File: config.mk
export PLATFORM = sky130hd
export DESIGN_NAME = midi_syx_dump_tx
export DESIGN_NICKNAME = d
export VERILOG_FILES = /design/src/rtl/midi_syx_pkg.sv /design/src/rtl/syx_csum_acc.sv /design/src/rtl/midi_syx_dump_tx.sv
export SDC_FILE = /design/constraint.sdc
export NUM_CORES = 1
export LEC_CHECK = 0
export ABC_CLOCK_PERIOD_IN_PS = 6300
export BUFFER_PORTS_ARGS = -buffer_cell sky130_fd_sc_hd__buf_2
export CAP_MARGIN = 20
export CORE_ASPECT_RATIO = 1.2
export CORE_MARGIN = 4
export CORE_UTILIZATION = 54
export CTS_BUF_LIST = sky130_fd_sc_hd__clkbuf_8
export DETAILED_ROUTE_END_ITERATION = 7
export PLACE_DENSITY_LB_ADDON = 0.12
export SYNTH_ARGS = -nofsm -noshare
export SYNTH_HDL_FRONTEND = slang
export SYNTH_SLANG_ARGS = --single-unit
File: constraint.sdc
create_clock -name reg_clk -period 6.3 [get_ports reg_clk]
set_clock_uncertainty 0.05 [all_clocks]
set_input_delay 1.26 -clock reg_clk [delete_from_list [all_inputs] [get_ports reg_clk]]
set_output_delay 1.26 -clock reg_clk [all_outputs]
set_load 0.05 [all_outputs]
File: src/rtl/midi_syx_pkg.sv
// ---------------------------------------------------------------------------
// midi_syx_pkg
// Shared definitions for the SysEx patch-dump transmitter:
//   - SysEx framing bytes and the data-set command code
//   - FSM state encoding
//   - checksum finaliser: (128 - running sum) mod 128
// ---------------------------------------------------------------------------
package midi_syx_pkg;

  localparam logic [7:0] SYX_SOX     = 8'hF0;
  localparam logic [7:0] SYX_EOX     = 8'hF7;
  localparam logic [7:0] SYX_CMD_DT1 = 8'h12;

  typedef enum logic [3:0] {
    ST_IDLE,
    ST_SOX,
    ST_MFR,
    ST_DEV,
    ST_CMD,
    ST_AHI,
    ST_ALO,
    ST_FETCH,
    ST_DATA,
    ST_CSUM,
    ST_EOX
  } syx_state_e;

  function automatic logic [6:0] syx_csum(input logic [6:0] sum);
    return 7'(8'd128 - {1'b0, sum});
  endfunction

endpackage

File: src/rtl/syx_csum_acc.sv
// ---------------------------------------------------------------------------
// syx_csum_acc
// 7-bit modulo-128 running sum for the SysEx checksum.
// Ports:
//   reg_clk      clock
//   reset_reg_N  async active-low reset, clears the sum
//   clr          synchronous clear (new frame)
//   add_en       add add_val this cycle
//   add_val      7-bit value to accumulate
//   sum          current running sum
// ---------------------------------------------------------------------------
module syx_csum_acc (
  input  logic       reg_clk,
  input  logic       reset_reg_N,
  input  logic       clr,
  input  logic       add_en,
  input  logic [6:0] add_val,
  output logic [6:0] sum
);

  always_ff @(posedge reg_clk or negedge reset_reg_N) begin
    if (!reset_reg_N) begin
      sum <= '0;
    end else if (clr) begin
      sum <= '0;
    end else if (add_en) begin
      sum <= sum + add_val;
    end
  end

endmodule

File: src/rtl/midi_syx_dump_tx.sv
// ---------------------------------------------------------------------------
// midi_syx_dump_tx
// Reads a span of patch RAM and sends it to the MIDI UART as a checksummed
// SysEx data-set frame: F0 MFR ch 12 ahi alo data... csum F7.
// Ports:
//   reg_clk, reset_reg_N          clock, async active-low reset
//   midi_ch, dump_addr, dump_len  frame parameters, latched on accepted start
//   dump_start                    one-cycle request
//   dump_abort                    end the frame early with F7
//   ram_addr, ram_rd, ram_q       patch RAM read port (1-cycle latency)
//   tx_data, tx_valid, tx_ready   byte stream to the UART
//   busy                          frame in progress
//   dump_done/aborted/rejected    one-cycle status pulses
//
// state  | meaning
// IDLE   | waiting for dump_start
// SOX    | sending F0
// MFR    | sending manufacturer ID
// DEV    | sending {0, channel}
// CMD    | sending data-set command 12
// AHI    | sending address bits 13..7
// ALO    | sending address bits 6..0
// FETCH  | RAM read strobe, no byte offered
// DATA   | sending masked RAM byte
// CSUM   | sending checksum
// EOX    | sending F7
// ---------------------------------------------------------------------------
module midi_syx_dump_tx
  import midi_syx_pkg::*;
#(
  parameter logic [7:0] MFR_ID = 8'h7D,
  parameter int         ADDR_W = 8
) (
  input  logic              reg_clk,
  input  logic              reset_reg_N,
  input  logic [3:0]        midi_ch,
  input  logic              dump_start,
  input  logic              dump_abort,
  input  logic [ADDR_W-1:0] dump_addr,
  input  logic [ADDR_W:0]   dump_len,
  output logic [ADDR_W-1:0] ram_addr,
  output logic              ram_rd,
  input  logic [7:0]        ram_q,
  output logic [7:0]        tx_data,
  output logic              tx_valid,
  input  logic              tx_ready,
  output logic              busy,
  output logic              dump_done,
  output logic              dump_aborted,
  output logic              dump_rejected
);

  syx_state_e        state, state_nxt;
  logic [3:0]        ch_q;
  logic [ADDR_W-1:0] addr_q;
  logic [ADDR_W:0]   cnt_q;
  logic              abort_q;
  logic              data_held;
  logic [7:0]        data_q;
  logic              rej_pend;
  logic [6:0]        csum_sum;
  logic [13:0]       addr_ext;
  logic [7:0]        ram_q_masked;

  logic hs;
  logic start_ok;
  logic start_rej;
  logic abort_win;
  logic abort_act;
  logic frame_end;
  logic csum_add;

  assign hs           = tx_valid & tx_ready;
  assign start_ok     = dump_start && (state == ST_IDLE) && (dump_len != '0);
  assign start_rej    = dump_start && !start_ok;
  assign abort_win    = state inside {ST_MFR, ST_DEV, ST_CMD, ST_AHI, ST_ALO,
                                      ST_FETCH, ST_DATA, ST_CSUM};
  assign abort_act    = abort_q | (dump_abort & abort_win);
  assign frame_end    = (state == ST_EOX) && hs;
  assign csum_add     = hs && (state inside {ST_AHI, ST_ALO, ST_DATA});
  assign addr_ext     = 14'(addr_q);
  assign ram_q_masked = ram_q & 8'h7F;
  assign ram_addr     = addr_q;

  syx_csum_acc u_csum (
    .reg_clk     (reg_clk),
    .reset_reg_N (reset_reg_N),
    .clr         (start_ok),
    .add_en      (csum_add),
    .add_val     (tx_data[6:0]),
    .sum         (csum_sum)
  );

  always_ff @(posedge reg_clk or negedge reset_reg_N) begin
    if (!reset_reg_N) begin
      state <= ST_IDLE;
    end else begin
      state <= state_nxt;
    end
  end

  always_comb begin
    state_nxt = state;
    case (state)
      ST_IDLE:  if (start_ok) state_nxt = ST_SOX;
      ST_SOX:   if (hs) state_nxt = ST_MFR;
      ST_MFR:   if (hs) state_nxt = abort_act ? ST_EOX : ST_DEV;
      ST_DEV:   if (hs) state_nxt = abort_act ? ST_EOX : ST_CMD;
      ST_CMD:   if (hs) state_nxt = abort_act ? ST_EOX : ST_AHI;
      ST_AHI:   if (hs) state_nxt = abort_act ? ST_EOX : ST_ALO;
      ST_ALO:   if (hs) state_nxt = abort_act ? ST_EOX : ST_FETCH;
      ST_FETCH: state_nxt = abort_act ? ST_EOX : ST_DATA;
      ST_DATA: begin
        if (hs) begin
          if (abort_act)                        state_nxt = ST_EOX;
          else if (cnt_q == (ADDR_W+1)'(1))     state_nxt = ST_CSUM;
          else                                  state_nxt = ST_FETCH;
        end
      end
      ST_CSUM:  if (hs) state_nxt = ST_EOX;
      ST_EOX:   if (hs) state_nxt = ST_IDLE;
      default:  state_nxt = ST_IDLE;
    endcase
  end

  always_comb begin
    tx_valid = 1'b0;
    tx_data  = 8'h00;
    ram_rd   = 1'b0;
    busy     = (state != ST_IDLE);
    case (state)
      ST_SOX:   begin tx_valid = 1'b1; tx_data = SYX_SOX;                end
      ST_MFR:   begin tx_valid = 1'b1; tx_data = {1'b0, MFR_ID[6:0]};    end
      ST_DEV:   begin tx_valid = 1'b1; tx_data = {4'h0, ch_q};           end
      ST_CMD:   begin tx_valid = 1'b1; tx_data = SYX_CMD_DT1;            end
      ST_AHI:   begin tx_valid = 1'b1; tx_data = {1'b0, addr_ext[13:7]}; end
      ST_ALO:   begin tx_valid = 1'b1; tx_data = {1'b0, addr_ext[6:0]};  end
      ST_FETCH: ram_rd = 1'b1;
      ST_DATA: begin
        tx_valid = 1'b1;
        // ram_q is only guaranteed in the first DATA cycle; later cycles
        // of a stalled byte replay the captured copy.
        tx_data  = data_held ? data_q : ram_q_masked;
      end
      ST_CSUM:  begin tx_valid = 1'b1; tx_data = {1'b0, syx_csum(csum_sum)}; end
      ST_EOX:   begin tx_valid = 1'b1; tx_data = SYX_EOX;                end
      default:  ;
    endcase
  end

  always_ff @(posedge reg_clk or negedge reset_reg_N) begin
    if (!reset_reg_N) begin
      ch_q          <= '0;
      addr_q        <= '0;
      cnt_q         <= '0;
      abort_q       <= 1'b0;
      data_held     <= 1'b0;
      data_q        <= '0;
      rej_pend      <= 1'b0;
      dump_done     <= 1'b0;
      dump_aborted  <= 1'b0;
      dump_rejected <= 1'b0;
    end else begin
      if (start_ok) begin
        ch_q   <= midi_ch;
        addr_q <= dump_addr;
        cnt_q  <= dump_len;
      end else if ((state == ST_DATA) && hs) begin
        addr_q <= addr_q + ADDR_W'(1);
        cnt_q  <= cnt_q - (ADDR_W+1)'(1);
      end

      if (state == ST_IDLE) begin
        abort_q <= 1'b0;
      end else if (dump_abort && abort_win) begin
        abort_q <= 1'b1;
      end

      data_held <= (state == ST_DATA) && !hs;
      if ((state == ST_DATA) && !data_held) begin
        data_q <= ram_q_masked;
      end

      dump_done    <= frame_end && !abort_q;
      dump_aborted <= frame_end &&  abort_q;

      // A start rejected in the F7 handshake cycle would land on the same
      // cycle as done/aborted; hold it back one cycle to keep pulses exclusive.
      if (frame_end) begin
        dump_rejected <= 1'b0;
        rej_pend      <= rej_pend | start_rej;
      end else begin
        dump_rejected <= rej_pend | start_rej;
        rej_pend      <= rej_pend & start_rej;
      end
    end
  end

endmodule

==> results.json <==
{
  "synth_xor_area_share_pct": 5.726,
  "synthTopCellsByArea": "dfrtp_1 (37%), nand2_1 (5.0%), o21ai_0 (4.4%)",
  "cts-hold-fix-buffers": 0,
  "grt_overflow": 0,
  "setup_violations": 0,
  "period_minus_slack_ns": 3.918,
  "cap_violations": 0,
  "rsz0062_at_grt": "false",
  "die_w_um": 76.71,
  "synth_cell_types": 66,
  "finalSetupTns_ns": 0,
  "numCtsBuffers": 5,
  "coreArea_um2": 5406,
  "drtIter0Drc": 205,
  "power.density_nw_per_um2": 624.3,
  "worstSetupEndpointType": "output pin",
  "whs_endpoint": "dump_done",
  "num_rows": 29,
  "synth.most_common_cell": "dfrtp_1",
  "die_area_um2": 6938,
  "start_util_pct": 56.58,
  "p_leak_uw": 0.001542,
  "vias": 2590,
  "synthSimpleGateAreaFrac_pct": 23.44,
  "final_area_um2": 3402,
  "synth-edff-count": 0,
  "hp-class": "reg2reg",
  "max_slew_margin_pct": 33.23,
  "grt_pass1_vias": 2592,
  "ys_warn_count": 0,
  "whs_path_depth": 1,
  "critical_path_class": "reg2out",
  "syn_to_final_growth_pct": 11.21,
  "place_ws_ns": 2.471,
  "ys.flop_type": "dfrtp_1",
  "wl_per_cell_um": 15.11,
  "grt_use_total_pct": 20.93,
  "cts.clk_slew.worst_paths_ns": 0.09,
  "hold_viol": 0,
  "cts_max_level": 2,
  "cts.sinks": 45,
  "cts_setup_buffers": 0,
  "cp-start-kind": "flip-flop",
  "tightest_slew_ns": 1.002,
  "finalNetCount": 432,
  "syn_area_um2": 3059,
  "synth_seq_cells": 45,
  "cp.arrival_ns": 2.61,
  "worst-endpoint-required_ns": 4.99,
  "cts_resized": 0,
  "slew_viol_final": 0,
  "synth_area_per_cell_um2": 8.919,
  "port_buffers": 54,
  "r2r_cells": 14,
  "first_pass_iters": 4,
  "stdcell_count": 450,
  "synth-adder-area-share_pct": 5.726,
  "synthesis.nets": 388,
  "antenna_found_initial": 0,
  "yosys-top-cells-count": "dfrtp_1 (45), nand2_1 (41), nor2_1 (27), o21ai_0 (27), a21oi_1 (21)",
  "dp.cells": 441,
  "cts_tree": "yes",
  "gp_congestion": 0.8070,
  "dpl-instance-area_um2": 3299,
  "fmax_ghz": 0.2552,
  "synth_top_family_by_area": "simple AND/OR/NAND/NOR gates",
  "die_y_um": 90.45,
  "clockBufferDepth": 2,
  "synth_top_area_share_pct": 36.81,
  "cts_root_buf": "clkbuf_8",
  "yosysTopAreaCell": "dfrtp_1",
  "wirelength_um": 6800,
  "final_antenna_net_count": 0,
  "outcome": "completed",
  "async_flop_share_pct": 100.0,
  "io_pins": 56,
  "r2r_slack_ns": 2.41,
  "grt_max_degree": 46,
  "ys_seq_area_share_pct": 36.81,
  "r2r_end": "u_csum.sum[6]",
  "via_per_inst": 5.756,
  "grt_pass1_wl_um": 12100,
  "rr_startpoint": "state[1]",
  "cp_max_fo": 26,
  "vdd_ir_drop_max_mv": 0.3487,
  "drive_gt1_share_pct": 23.97,
  "worstHoldStart": "abort_q",
  "synth-compound-area-share_pct": 17.71,
  "nFillCells": 486,
  "synth_cells": 343,
  "n_antenna_cell": 0,
  "synth_mux_area_share_pct": 5.481,
  "fin_crit_sh_pct": 62.20,
  "dp_hpwl_um": 4967,
  "drc": 0,
  "finalWorstSetupSlack_ns": 2.382,
  "clock_latency_ns": 0.30
}
[cells by family after synthesis]
kind of cell | after synthesis
AOI/OAI and AO/OA | 86
and+or+nand+nor | 132
xor gates and xnor gates | 20
DFF | 45
buffers and inverters | 31
adders and majority gates | 14
muxes | 15
[critical path, cell delays in order, from the launching register on]
cell and delay (ns):
dfrtp_1 0.91, nor2b_1 0.48, a22oi_1 0.13, nor2_1 0.11, a31oi_1 0.05, o22ai_1 0.28
buf_2 0.33
[routing by layer]
metal	vias up	track usage [%]	routed length, µm
li1	1307	-	-
met1	1216	28.98	3357
met2	59	33.14	3078
met3	8	3.792	274
met4	0	6.344	89
met5	-	0	0
[stage by stage]
step	power (µW)	hold WS, ns	util, %
floorplan	1701	0.3886	-
global placement	1930	0.4188	61.03
detailed placement	1956	0.4261	61.03
CTS	2135	0.4384	62.56
global route	2305	0.4602	62.93
finish	2124	0.4443	62.93
[layout make-up]
class | instances | area, µm² | area share, %
Inverter | 13 | 48.80 | 1.434
Clock buffer | 5 | 68.82 | 2.023
Timing Repair Buffer | 55 | 290.3 | 8.533
Sequential cell | 45 | 1126 | 33.10
Multi-Input combinational cell | 267 | 1777 | 52.23
Clock inverter | 3 | 13.76 | 0.4046
Tap cell | 62 | 77.57 | 2.280
[worst max path at each step]
| stage | endpoint | depth (start not counted) | startpoint | slack, ns |
|---|---|---|---|---|
| finish | tx_data[0] | 6 | state[1] | 2.38 |
| global route | u_csum.sum[6] | 14 | state[1] | 2.06 |
| CTS | tx_data[0] | 6 | state[1] | 2.40 |
| detailed placement | tx_data[1] | 6 | ram_q[1] | 2.47 |
| global placement | tx_data[6] | 6 | ram_q[6] | 2.48 |
| floorplan | u_csum.sum[6] | 13 | ram_q[0] | 2.10 |
[placed cells by master, fill, tap and decap left out, drive strengths merged, types with 2 or more instances in the layout]
master,synthesis,routed
maj3,3,3
mux2,11,11
nor2b,4,4
nor4,5,5
a21o,2,2
clkinv,0,2
a31oi,2,2
ha,10,10
nor2,28,28
nand3b,3,3
and2,3,3
dfrtp,45,45
or3,2,2
and3,4,4
a21boi,2,2
o311ai,3,3
o21ai,31,31
nor3b,2,2
a22oi,4,4
xor2,7,7
o22ai,7,7
nand3,16,16
xnor2,13,13
o221ai,2,2
nand4,2,2
or2,4,4
nor3,9,9
nand2,42,42
nand2b,5,5
inv,13,14
mux2i,4,4
clkbuf,6,5
buf,12,55
a21oi,21,21
[report_power, final]
part	total (µW)	switching [µW]	internal, µW
Sequential	635	215	419
Clock	174	98.6	75.4
Combinational	1320	820	495
Total	2120	1130	990
[registers in the layout, summed over array words and instances (netlist names)]
name	flops
data_q	7
ram_addr	8
state	4
data_held	1
cnt_q	9
u_csum.sum	7
rej_pend	1
ch_q	4
dump_done	1
dump_rejected	1
abort_q	1
dump_aborted	1
Power figures use the tool's default switching activity.
